$ cat src/rtl/if_stage.sv
`default_nettype none
// ============================================================================
//  Module   : if_stage
//  Purpose  : Instruction fetch stage. Issues word-aligned requests to the
//             instruction memory, buffers in-order responses as {pc, instr}
//             pairs and presents them to decode. Handles decode back-pressure
//             and redirects (taken branches/jumps), dropping responses that
//             belong to requests issued before the redirect.
//  Revision : 1.0 - initial release
// ----------------------------------------------------------------------------
//  Parameters
//    BOOT_ADDR         first fetch address after reset
//    FIFO_DEPTH        fetch buffer entries (2 or 4)
//  Ports
//    clk_i             clock, all state on rising edge
//    rst_n_i           asynchronous active-low reset
//    instr_req_o       memory request
//    instr_addr_o      request address (word aligned)
//    instr_gnt_i       request accepted this cycle
//    instr_rvalid_i    in-order response valid
//    instr_rdata_i     response instruction word
//    pc_if_o           PC of the presented instruction
//    instr_if_o        presented instruction (NOP when not valid)
//    valid_if_o        pc_if_o / instr_if_o valid
//    stall_if_i        decode cannot accept
//    redirect_i        restart fetch at redirect_target_i
//    redirect_target_i redirect address (bits [1:0] ignored)
//  Configuration macro
//    IF_BYPASS_EN      present a response in its arrival cycle when the
//                      buffer is empty and decode is ready
// ============================================================================
module if_stage #(
    parameter logic [31:0] BOOT_ADDR  = 32'h0000_0000,
    parameter int          FIFO_DEPTH = 2
) (
    input  logic        clk_i,
    input  logic        rst_n_i,
    output logic        instr_req_o,
    output logic [31:0] instr_addr_o,
    input  logic        instr_gnt_i,
    input  logic        instr_rvalid_i,
    input  logic [31:0] instr_rdata_i,
    output logic [31:0] pc_if_o,
    output logic [31:0] instr_if_o,
    output logic        valid_if_o,
    input  logic        stall_if_i,
    input  logic        redirect_i,
    input  logic [31:0] redirect_target_i
);

    localparam int          PTR_W     = (FIFO_DEPTH > 2) ? 2 : 1;
    localparam int          CNT_W     = PTR_W + 1;
    localparam int          OCC_W     = CNT_W + 1;
    localparam logic [OCC_W-1:0] DEPTH_OCC = OCC_W'(FIFO_DEPTH);
    localparam logic [31:0] NOP       = 32'h0000_0013;

    typedef enum logic [1:0] {
        RESET_WAIT = 2'd0,
        FETCH      = 2'd1,
        DISCARD    = 2'd2
    } state_t;

    state_t           state, state_nxt;
    logic [31:0]      fetch_pc, last_pc;
    logic [31:0]      fifo_pc    [FIFO_DEPTH];
    logic [31:0]      fifo_instr [FIFO_DEPTH];
    logic [31:0]      pcq        [FIFO_DEPTH];  // addresses of outstanding requests
    logic [PTR_W-1:0] rd_ptr, wr_ptr, pcq_rd, pcq_wr;
    logic [CNT_W-1:0] count, outstanding, discard;
    logic [CNT_W-1:0] outstanding_nxt, discard_nxt;
    logic [OCC_W-1:0] occupancy;
    logic             active, grant, resp, resp_live, bypass, push, pop, fifo_empty;

    assign active     = (state != RESET_WAIT);
    assign fifo_empty = (count == '0);

    // Outstanding requests already own a buffer slot, so the sum bounds the
    // buffer fill and a push can never meet a full buffer without a pop.
    assign occupancy    = {1'b0, outstanding} + {1'b0, count};
    assign instr_req_o  = active && !redirect_i && (occupancy < DEPTH_OCC);
    assign instr_addr_o = fetch_pc;

    assign grant     = instr_req_o && instr_gnt_i;
    assign resp      = active && instr_rvalid_i;
    // A response is kept only if it is not stale and no redirect kills it now.
    assign resp_live = resp && (discard == '0) && !redirect_i;

`ifdef IF_BYPASS_EN
    assign bypass = resp_live && fifo_empty && !stall_if_i;
`else
    assign bypass = 1'b0;
`endif

    assign push       = resp_live && !bypass;
    assign pop        = !fifo_empty && !redirect_i && !stall_if_i;
    assign valid_if_o = (!fifo_empty || bypass) && !redirect_i;

    always_comb begin
        pc_if_o    = last_pc;
        instr_if_o = NOP;
        if (bypass) begin
            pc_if_o    = pcq[pcq_rd];
            instr_if_o = instr_rdata_i;
        end else if (valid_if_o) begin
            pc_if_o    = fifo_pc[rd_ptr];
            instr_if_o = fifo_instr[rd_ptr];
        end
    end

    assign outstanding_nxt = outstanding + CNT_W'(grant) - CNT_W'(resp);

    // After a redirect every request still in flight is stale, including
    // those already marked for discard, so the counter takes the full count.
    always_comb begin
        discard_nxt = discard;
        if (redirect_i) begin
            discard_nxt = outstanding_nxt;
        end else if (resp && (discard != '0)) begin
            discard_nxt = discard - 1'b1;
        end
    end

    always_comb begin
        state_nxt = state;
        case (state)
            RESET_WAIT: state_nxt = FETCH;
            FETCH:      if (redirect_i && (outstanding_nxt != '0)) state_nxt = DISCARD;
            DISCARD:    if (discard_nxt == '0) state_nxt = FETCH;
            default:    state_nxt = RESET_WAIT;
        endcase
    end

    always_ff @(posedge clk_i or negedge rst_n_i) begin
        if (!rst_n_i) begin
            state       <= RESET_WAIT;
            fetch_pc    <= BOOT_ADDR & 32'hFFFF_FFFC;
            last_pc     <= 32'h0000_0000;
            rd_ptr      <= '0;
            wr_ptr      <= '0;
            pcq_rd      <= '0;
            pcq_wr      <= '0;
            count       <= '0;
            outstanding <= '0;
            discard     <= '0;
        end else begin
            state       <= state_nxt;
            outstanding <= outstanding_nxt;
            discard     <= discard_nxt;

            if (redirect_i) begin
                fetch_pc <= redirect_target_i & 32'hFFFF_FFFC;
            end else if (grant) begin
                fetch_pc <= fetch_pc + 32'd4;
            end

            if (valid_if_o) begin
                last_pc <= pc_if_o;
            end

            if (grant) begin
                pcq_wr <= pcq_wr + 1'b1;
            end
            if (resp) begin
                pcq_rd <= pcq_rd + 1'b1;
            end

            if (redirect_i) begin
                rd_ptr <= '0;
                wr_ptr <= '0;
                count  <= '0;
            end else begin
                if (push) wr_ptr <= wr_ptr + 1'b1;
                if (pop)  rd_ptr <= rd_ptr + 1'b1;
                count <= count + CNT_W'(push) - CNT_W'(pop);
            end
        end
    end

    // Storage needs no reset: entries are only read once marked valid.
    always_ff @(posedge clk_i) begin
        if (push) begin
            fifo_pc[wr_ptr]    <= pcq[pcq_rd];
            fifo_instr[wr_ptr] <= instr_rdata_i;
        end
        if (grant) begin
            pcq[pcq_wr] <= fetch_pc;
        end
    end

endmodule
`default_nettype wire

$ cat config.mk
export PLATFORM = sky130hd
export DESIGN_NAME = if_stage
export DESIGN_NICKNAME = d
export VERILOG_FILES = /design/src/rtl/if_stage.sv
export SDC_FILE = /design/constraint.sdc
export NUM_CORES = 1
export LEC_CHECK = 0
export BUFFER_PORTS_ARGS = -buffer_cell sky130_fd_sc_hd__buf_2
export CAP_MARGIN = 0
export CORE_MARGIN = 2
export CORE_UTILIZATION = 61
export CTS_CLUSTER_SIZE = 10
export DETAILED_ROUTE_END_ITERATION = 16
export HOLD_SLACK_MARGIN = 0.12
export PLACE_DENSITY_LB_ADDON = 0.1
export SYNTH_ARGS = -nofsm -noshare
export SYNTH_HDL_FRONTEND = slang
export SYNTH_SLANG_ARGS = --single-unit
$ cat constraint.sdc
create_clock -name clk_i -period 7.5 [get_ports clk_i]
set_clock_uncertainty 0.2 [all_clocks]
set_input_delay 0.375 -clock clk_i [delete_from_list [all_inputs] [get_ports clk_i]]
set_output_delay 0.375 -clock clk_i [all_outputs]
set_load 0.01 [all_outputs]
==> results.json, run 1 <==
{
  "gp_congestion": 0.890,
  "hold_class": "input pin to flip-flop",
  "p_clk_frac": 0.295,
  "synthToLayoutAreaGrowth_pct": 24.0,
  "start_util": 0.628,
  "power_density_mw_per_mm2": 320,
  "reg2regPathDepth": 13,
  "maxSlewViolCount": 0,
  "die_y_microns": 135,
  "grt_pass1_wl_microns": 34500,
  "drt_iter0_drc": 405,
  "synth_edf_count": 184,
  "cts.clk_slew.worst_paths_ps": 50,
  "numCtsBuffers": 29,
  "critPathMaxFanout": 28,
  "ant_nets": 0,
  "hold_start": "instr_rvalid_i",
  "worstPathRequired_ps": 7680,
  "tightest_slew_ps": 1180,
  "cts_buffer_depth": 3,
  "die_w_microns": 135,
  "netlist_area_sq_mm": 0.0105,
  "insertion_delay_ps": 520,
  "drcViolationCount": 0,
  "peakVddDrop_uv": 232,
  "yosys-top-cells-count": "edfxtp_1 (184), o21ai_0 (80), dfrtp_1 (74)",
  "setup_viol": 0,
  "fin_crit_ps": 4370,
  "dieArea_sq_mm": 0.0182,
  "yosysMostFrequentCell": "edfxtp_1",
  "synth_seq_cells": 258,
  "area.sequential_sq_mm": 0.00738,
  "num_rows": 47,
  "final-hold-violation-count": 0,
  "clock-sinks": 258,
  "wl_per_cell_microns": 17.9,
  "wl_microns": 21800,
  "yosys_warnings": 0,
  "min_to": "pcq_rd$_DFFE_PN0P_",
  "hold_depth": 3,
  "power_frac_seq": 0.476,
  "setup_tns_ps": 0,
  "synth-main-ff-cell": "edfxtp_1",
  "grt_overflow_total": 0,
  "end_kind": "flip-flop",
  "r2r_slack_ps": 3130,
  "diodes": 0,
  "outcome": "finished, final reports clean",
  "nNetsFinal": 1051,
  "combinationalPowerShare": 0.229,
  "io_buffers": 163,
  "grt_pass1_vias": 6865,
  "synth_cell_types": 51,
  "startpoint_type": "flip-flop",
  "final_util": 0.779,
  "cts_tree": "done",
  "multi_input_area_sq_mm": 0.00291,
  "n_fill_cell": 1007,
  "grt_max_degree": 126,
  "r2r-end": "state[1]$_DFFE_PN0P_",
  "r2r-start": "count[0]$_DFF_PN0_",
  "switchingPower_w": 0.00121,
  "relSlewSlack": 0.215,
  "power.leakage_nw": 4.99,
  "post-cts-setup-buffers": 0,
  "io_pins": 168,
  "hold_buffers": 65,
  "grt.total_usage": 0.241,
  "post-dp-hpwl_microns": 13300,
  "cts_htree_levels": 1,
  "swShare": 0.291,
  "clockRootBuffer": "clkbuf_16",
  "synth_cells": 743,
  "yosysTopAreaCellShare": 0.529,
  "drive_gt1_frac": 0.248,
  "first_pass_iters": 4,
  "max_clock_freq_ghz": 0.229,
  "intPower_w": 0.00294,
  "max-cap-violations": 0,
  "rsz0062_at_grt": "no",
  "syn_area_per_cell_sq_um": 14.1,
  "cts_resized": 0,
  "seq_area_frac_synth": 0.706,
  "synth_top_area_cell": "edfxtp_1",
  "dr_total_vias": 6856,
  "vias_per_cell": 5.63,
  "worstSetupPathType": "flip-flop to flip-flop",
  "antenna_found_initial": 0,
  "coreArea_sq_mm": 0.0166,
  "fin_crit_sh": 0.583,
  "arrival_ps": 4560,
  "synthArstFlopShare": 0.287,
  "synthTopCellsByArea": "edfxtp_1 (53%), dfrtp_1 (18%), mux2i_1 (6.1%)"
}
## power groups by stage
stage / registers [W] / clock network (W) / logic [W]
2_1_floorplan: 0.00193 / 0 / 0.000629
3_3_place_gp: 0.00198 / 0 / 0.000881
3_5_place_dp: 0.00199 / 0 / 0.000918
4_1_cts: 0.00197 / 0.00124 / 0.000957
5_1_grt: 0.00200 / 0.00130 / 0.00105
6_report: 0.00197 / 0.00122 / 0.000949
## worst max-delay path by stage
stage	slack, ps	to	start	depth (start not counted)
2_1_floorplan	3160	fifo_instr[0][0]$_DFFE_PP_	state[0]$_DFFE_PN0P_	5
3_3_place_gp	3350	state[1]$_DFFE_PN0P_	count[0]$_DFF_PN0_	13
3_5_place_dp	3220	state[1]$_DFFE_PN0P_	count[0]$_DFF_PN0_	13
4_1_cts	3170	state[1]$_DFFE_PN0P_	count[0]$_DFF_PN0_	13
5_1_grt	2910	state[1]$_DFFE_PN0P_	count[0]$_DFF_PN0_	13
6_report	3130	state[1]$_DFFE_PN0P_	count[0]$_DFF_PN0_	13
## metal layers
layer / track usage / share of wire
met1: 0.322 / 0.42
met3: 0.0428 / 0.064
met4: 0.0637 / 0.012
met2: 0.413 / 0.51
met5: 0 / 0
## layout by cell type, fill, tap and decap left out, types with 10 or more instances in the layout
master         count
dlygate4sd3_1     65
nor2_1            50
edfxtp_1         184
nand3_1           23
buf_2            162
nand2_1           69
nand4_1           11
clkbuf_1          24
dfrtp_1           73
o21ai_0           80
clkbuf_16         29
mux2i_1           64
mux2_2            31
inv_1             10
## flip-flops by register name, indices dropped and copies added (netlist names)
name          cells
count             2
discard           2
fifo_instr       64
fifo_pc          60
instr_addr_o     30
last_pc          32
outstanding       2
pcq              60
pcq_rd            1
pcq_wr            1
rd_ptr            1
state             2
wr_ptr            1
## layout make-up
type	instances	share of cell area
Clock inverter	1	0.000676
Clock buffer	53	0.0629
Timing Repair Buffer	236	0.118
Sequential cell	258	0.570
Multi-Input combinational cell	438	0.224
Tap cell	220	0.0212
Inverter	11	0.00319
## critical path, stage by stage (launching register included)
cell     delay (ps)
dfrtp_1         400
and2_1          150
fa_1            470
or4b_4          570
nor2_2          520
inv_2           400
ha_1            390
inv_1            60
ha_1            150
xor3_1          250
o21ai_0         330
o31ai_1         170
nand2_1         100
o22ai_1          70
## logic make-up (layout without fill, tap and decap cells)
kind of cell / Yosys count / in the layout / share of synthesized area
buffers and inverters: 48 / 301 / 0.0181
XOR/XNOR: 13 / 13 / 0.0123
flip-flops: 258 / 258 / 0.706
AND/OR/NAND/NOR: 203 / 203 / 0.0946
other: 1 / 2 / 0.000359
adder cells (fa/ha/maj): 7 / 7 / 0.00910
multiplexers: 95 / 95 / 0.0947
AO/OA/AOI/OAI: 118 / 118 / 0.0650
## metrics by stage
stage	power, W	worst slack [ps]	hold slack [ps]	cell area (sq um)	instances
2_1_floorplan	0.00256	3160	-121	10500	744
3_3_place_gp	0.00286	3350	80.5	11500	1098
3_5_place_dp	0.00291	3220	85.8	11500	1098
4_1_cts	0.00416	3170	157	13000	1217
5_1_grt	0.00435	2910	198	13000	1217
6_report	0.00414	3130	177	13000	1217
(Power assumes the default switching activity.)
==> run 2: changes to the inputs <==
--- a/config.mk
+++ b/config.mk
@@ -5,10 +5,11 @@
 export SDC_FILE = /design/constraint.sdc
 export NUM_CORES = 1
 export LEC_CHECK = 0
+export ABC_AREA = 1
 export BUFFER_PORTS_ARGS = -buffer_cell sky130_fd_sc_hd__buf_2
 export CAP_MARGIN = 0
 export CORE_MARGIN = 2
-export CORE_UTILIZATION = 61
+export CORE_UTILIZATION = 57
 export CTS_CLUSTER_SIZE = 10
 export DETAILED_ROUTE_END_ITERATION = 16
 export HOLD_SLACK_MARGIN = 0.12
==> constraint.sdc (replaced) <==
create_clock -name clk_i -period 4.1 [get_ports clk_i]
set_clock_uncertainty 0.2 [all_clocks]
set_input_delay 0.205 -clock clk_i [delete_from_list [all_inputs] [get_ports clk_i]]
set_output_delay 0.205 -clock clk_i [all_outputs]
set_load 0.01 [all_outputs]
==> results.json, run 2 <==
{
  "first_pass_iters": 5,
  "synth_top_area_cell": "edfxtp_1",
  "die_y_microns": 143,
  "drcViolationCount": 0,
  "yosysTopAreaCellShare": 0.503,
  "hold_class": "input pin to asynchronous set/reset pin",
  "outcome": "finished, final reports clean",
  "drt_iter0_drc": 582,
  "power_density_mw_per_mm2": 560,
  "fin_hold_ws_ps": 79.3,
  "wl_microns": 24500,
  "maxSlewViolCount": 0,
  "power_frac_seq": 0.464,
  "tightest_slew_ps": 977,
  "synth_seq_cells": 258,
  "clockRootBuffer": "clkbuf_16",
  "synth-main-ff-cell": "edfxtp_1",
  "vias_per_cell": 5.10,
  "insertion_delay_ps": 520,
  "worstSetupPathDepth": 12,
  "cts_tree": "done",
  "maxUsedRoutingLayer": "met4",
  "startpoint_type": "input pin",
  "end_kind": "flip-flop",
  "drt-met1-wl_microns": 10600,
  "syn_area_per_cell_sq_um": 10.7,
  "yosys_warnings": 0,
  "drive_gt1_frac": 0.188,
  "dr_total_vias": 8033,
  "max_clock_freq_ghz": 0.280,
  "met3RoutedLength_microns": 1480,
  "grt_max_degree": 63,
  "setup_viol": 0,
  "synth_cell_types": 34,
  "synthToLayoutAreaGrowth_pct": 26.2,
  "crit_family": "buffers and inverters",
  "ant_nets": 0,
  "reg2regPathDepth": 13,
  "numCtsBuffers": 29,
  "grt_overflow_total": 0,
  "largest_register_ff_count": 64,
  "yosysMostFrequentCell": "nand2_1",
  "seq_area_frac_synth": 0.671,
  "antenna_found_initial": 0,
  "combinationalPowerShare": 0.248,
  "swShare": 0.310,
  "setup_tns_ps": 0,
  "relSlewSlack": 0.349,
  "dr_wl_met2_microns": 11800,
  "synthTopCellsByArea": "edfxtp_1 (50%), dfrtp_1 (17%), nand2_1 (11%)",
  "post-cts-setup-buffers": 0,
  "hold_buffers": 98,
  "cts_buffer_depth": 3,
  "io_pins": 168,
  "io_buffers": 163,
  "final-hold-violation-count": 0,
  "synth_edf_count": 184,
  "rsz0062_at_grt": "no",
  "r2r-end": "instr_addr_o[30]$_DFFE_PN0N_",
  "path_cells": "dlygate4sd3_1 > buf_2 > inv_2 > nand3_2 > nor2_4 > buf_4 > nor2_2 > inv_2 > o21ai_1 > inv_1 > nand2_1 > dlygate4sd3_1",
  "fin_crit_sh": 0.871,
  "dieArea_sq_mm": 0.0204,
  "critPathMaxFanout": 32,
  "reg_top3": "fifo_instr x64, fifo_pc x60, pcq x60",
  "max-cap-violations": 0,
  "power.leakage_nw": 6.09,
  "largest_register": "fifo_instr",
  "intPower_w": 0.00536,
  "grt_pass1_wl_microns": 39300,
  "fin_crit_ps": 3570,
  "arrival_ps": 3830,
  "post-dp-hpwl_microns": 14700,
  "crit_path_top_delay_cell": "dlygate4sd3_1",
  "grt.total_usage": 0.246,
  "gp_congestion": 0.929,
  "nNetsFinal": 1370,
  "synthArstFlopShare": 0.287,
  "n_fill_cell": 1326,
  "yosys-top-cells-count": "nand2_1 (317), edfxtp_1 (184), inv_1 (117)",
  "worstPathRequired_ps": 4360,
  "grt_pass1_vias": 8149,
  "cts_htree_levels": 1,
  "path_buf_inv": 7,
  "cts_resized": 0,
  "r2r_slack_ps": 640,
  "placed_cell_area_sq_mm": 0.0121,
  "r2r-start": "count[0]$_DFF_PN0_",
  "start_util": 0.584,
  "cts.clk_slew.worst_paths_ps": 50,
  "final_cell_mix": "nand2_1 (317), edfxtp_1 (184), buf_2 (162)",
  "synth_cells": 1032,
  "wl_per_cell_microns": 15.5,
  "coreArea_sq_mm": 0.0188,
  "fin_area_sq_mm": 0.0139,
  "p_clk_frac": 0.288,
  "layout_commonest_cell": "nand2_1",
  "peakVddDrop_uv": 451,
  "num_rows": 50,
  "switchingPower_w": 0.00241,
  "cpPeakStageDelay_ps": 560,
  "area.sequential_sq_mm": 0.00738,
  "clock-sinks": 258,
  "multi_input_area_sq_mm": 0.00302,
  "die_w_microns": 143,
  "worstSetupPathType": "input pin to flip-flop",
  "netlist_area_sq_mm": 0.0110
}
run 2: changes by cell type after synthesis, sizes merged, moves of 6 or more:
cell / change
inv: +110
nand3: +19
nand4: -9
xor2: +8
mux2i: -64
nand2: +247
nor4: -7
o21bai: +6
o21ai: +19
and2: -7
run 2: cell type report:
class | count | area share
Sequential cell | 258 | 0.532
Multi-Input combinational cell | 612 | 0.218
Timing Repair Buffer | 271 | 0.135
Clock buffer | 53 | 0.0588
Inverter | 121 | 0.0327
Tap cell | 260 | 0.0234
Antenna cell | 1 | 0.000180
run 2: cell families after synthesis:
group,Yosys count,share of synthesized area
other cells,1,0.000341
flops,258,0.671
simple gates,428,0.156
buf+inv,163,0.0576
mux,29,0.0297
fa+ha+maj,7,0.00865
compound gates,129,0.0632
xor+xnor,17,0.0135
run 2: metrics by stage:
step	utilization	worst slack, ps	total power [W]	cells
5_1_grt	0.737	394	0.00822	1575
3_3_place_gp	0.641	978	0.00538	1424
4_1_cts	0.737	713	0.00780	1575
6_report	0.737	529	0.00776	1576
2_1_floorplan	-	349	0.00475	1033
3_5_place_dp	0.641	912	0.00545	1424
run 2: how the worst max path moves through the flow:
| stage | end | from |
|---|---|---|
| final | instr_addr_o[30]$_DFFE_PN0N_ | redirect_i |
| after global routing | instr_addr_o[30]$_DFFE_PN0N_ | redirect_i |
| after CTS | pc_if_o[18] | redirect_i |
| after detailed placement | state[1]$_DFFE_PN0P_ | redirect_i |
| after global placement | state[1]$_DFFE_PN0P_ | count[0]$_DFF_PN0_ |
| after floorplan | fifo_instr[1][0]$_DFFE_PP_ | discard[0]$_DFF_PN0_ |
run 2: power by group through the flow:
stage / logic [W] / registers (W) / clock network [W]
2_1_floorplan: 0.00118 / 0.00356 / 0
3_3_place_gp: 0.00176 / 0.00362 / 0
3_5_place_dp: 0.00180 / 0.00364 / 0
4_1_cts: 0.00192 / 0.00360 / 0.00228
5_1_grt: 0.00217 / 0.00365 / 0.00239
6_report: 0.00193 / 0.00360 / 0.00224
run 2: per-layer routing:
layer / up-vias / GRT usage
li1: 3936 / -
met2: 279 / 0.424
met5: - / 0
met1: 3768 / 0.320
met4: 0 / 0.0886
met3: 50 / 0.0369
==> run 3: changes to the inputs <==
--- a/config.mk
+++ b/config.mk
@@ -5,11 +5,11 @@
 export SDC_FILE = /design/constraint.sdc
 export NUM_CORES = 1
 export LEC_CHECK = 0
-export ABC_AREA = 1
 export BUFFER_PORTS_ARGS = -buffer_cell sky130_fd_sc_hd__buf_2
 export CAP_MARGIN = 0
 export CORE_MARGIN = 2
-export CORE_UTILIZATION = 57
+export CORE_UTILIZATION = 56
+export CTS_BUF_LIST = sky130_fd_sc_hd__clkbuf_16
 export CTS_CLUSTER_SIZE = 10
 export DETAILED_ROUTE_END_ITERATION = 16
 export HOLD_SLACK_MARGIN = 0.12
==> results.json, run 3 (synthesis results as in run 1) <==
{
  "reg_top3": "fifo_instr x64, fifo_pc x60, pcq x60",
  "first_pass_iters": 4,
  "end_kind": "flip-flop",
  "grt_overflow_total": 0,
  "diodes": 0,
  "clockRootBuffer": "clkbuf_16",
  "ant_nets": 0,
  "worstSetupPathType": "flip-flop to flip-flop",
  "drcViolationCount": 0,
  "setup_viol": 0,
  "fin_crit_sh": 0.846,
  "grt_pass1_wl_microns": 34200,
  "post-cts-setup-buffers": 0,
  "path_buf_inv": 2,
  "final_util": 0.725,
  "r2r_slack_ps": 630,
  "max_clock_freq_ghz": 0.288,
  "dr_total_vias": 6830,
  "largest_register": "fifo_instr",
  "synthToLayoutAreaGrowth_pct": 25.9,
  "cts_tree": "done",
  "startpoint_type": "flip-flop",
  "rsz0062_at_grt": "no",
  "worstPathRequired_ps": 4360,
  "power_density_mw_per_mm2": 574,
  "vias_per_cell": 5.48,
  "numCtsBuffers": 29,
  "die_y_microns": 141,
  "die_w_microns": 141,
  "post-dp-hpwl_microns": 13000,
  "critPathMaxFanout": 17,
  "cts_htree_levels": 1,
  "final_cell_mix": "edfxtp_1 (184), buf_2 (162), dlygate4sd3_1 (81)",
  "crit_family": "simple AND/OR/NAND/NOR gates",
  "final-hold-violation-count": 0,
  "grt.total_usage": 0.214,
  "wl_per_cell_microns": 17.0,
  "nNetsFinal": 1072,
  "power.leakage_nw": 5.17,
  "power_w": 0.00756,
  "crit_path_top_delay_cell": "nor2_1",
  "coreArea_sq_mm": 0.0181,
  "relSlewSlack": 0.222,
  "cpPeakStageDelay_ps": 850,
  "layout_commonest_cell": "edfxtp_1",
  "num_rows": 49,
  "path_cells": "and2_1 > fa_1 > or4b_4 > nor2_2 > buf_4 > nor2_1 > a22oi_1 > o211ai_1 > dlygate4sd3_1",
  "cts.clk_slew.worst_paths_ps": 60,
  "clock-sinks": 258,
  "hold_class": "input pin to asynchronous set/reset pin",
  "drt_iter0_drc": 315,
  "gp_congestion": 0.828,
  "largest_register_ff_count": 64,
  "arrival_ps": 3730,
  "peakVddDrop_uv": 332,
  "start_util": 0.576,
  "insertion_delay_ps": 520,
  "grt_pass1_vias": 6845,
  "max-cap-violations": 0,
  "maxSlewViolCount": 0,
  "wl_microns": 21200,
  "outcome": "finished, final reports clean",
  "cts_buffer_depth": 3,
  "dieArea_sq_mm": 0.0198,
  "io_buffers": 163,
  "drive_gt1_frac": 0.247,
  "io_pins": 168,
  "grt_max_degree": 75,
  "antenna_found_initial": 0,
  "tightest_slew_ps": 1170,
  "fin_crit_ps": 3470
}
[run 3: final cells by class]
| class | count | area [sq um] |
|---|---|---|
| tap | 229 | 287 |
| clock buffer | 29 | 726 |
| multi-input combinational | 438 | 2910 |
| fill | 1235 | 4990 |
| timing repair buffer | 257 | 1730 |
| inverter | 11 | 41.3 |
| clock inverter | 24 | 90.1 |
| sequential | 258 | 7380 |
[run 3: worst paths after layout]
| check | startpoint | to | depth (start not counted) |
|---|---|---|---|
| setup / recovery | outstanding[0]$_DFF_PN0_ | instr_addr_o[25]$_DFFE_PN0N_ | 9 |
| hold / removal | rst_n_i | instr_addr_o[27]$_DFFE_PN0N_ | 2 |
| setup reg to reg | outstanding[0]$_DFF_PN0_ | instr_addr_o[25]$_DFFE_PN0N_ | 9 |
| hold reg to reg | last_pc[13]$_DFFE_PN0P_ | last_pc[13]$_DFFE_PN0P_ | 2 |
| max in group asynchronous | rst_n_i | rd_ptr$_DFFE_PN0P_ | 2 |
| min in group clk_i | instr_rdata_i[25] | fifo_instr[1][25]$_DFFE_PP_ | 2 |
[run 3: layer usage]
layer	track usage	vias to the layer above	share of wire
met2	0.349	206	0.47
met4	0.0584	0	0.018
li1	-	3263	-
met5	0	-	0
met1	0.310	3321	0.46
met3	0.0306	40	0.047
[run 3: worst register-to-register path: cells and delay by family, from the launching register on]
kind,cells,cell delay [ps]
fa+ha+maj,1,510
simple gates,4,1230
flops,1,380
compound gates,2,320
buf+inv,2,770
[run 3: through the flow]
stage	TNS (ps)	cell area, sq um	hold WS [ps]	cells	worst slack [ps]
after CTS	0	13200	195	1246	642
after global routing	0	13200	207	1246	429
after global placement	0	11500	192	1112	748
after detailed placement	0	11500	196	1112	665
after floorplan	-29940	10500	-291	744	-241
final	0	13200	186	1246	632
[run 3: where the power goes]
part	leakage [nW]	switching, W	internal, W	total [W]
combinational	2.12	0.000968	0.000780	0.00175
clock	0.485	0.000919	0.00126	0.00218
sequential	2.57	0.000333	0.00330	0.00363
[run 3: timing repair]
| action | CTS | global route |
|---|---|---|
| resized for setup | 0 | 0 |
| hold buffers | 81 | 0 |
| hold endpoints to repair | 175 | 0 |
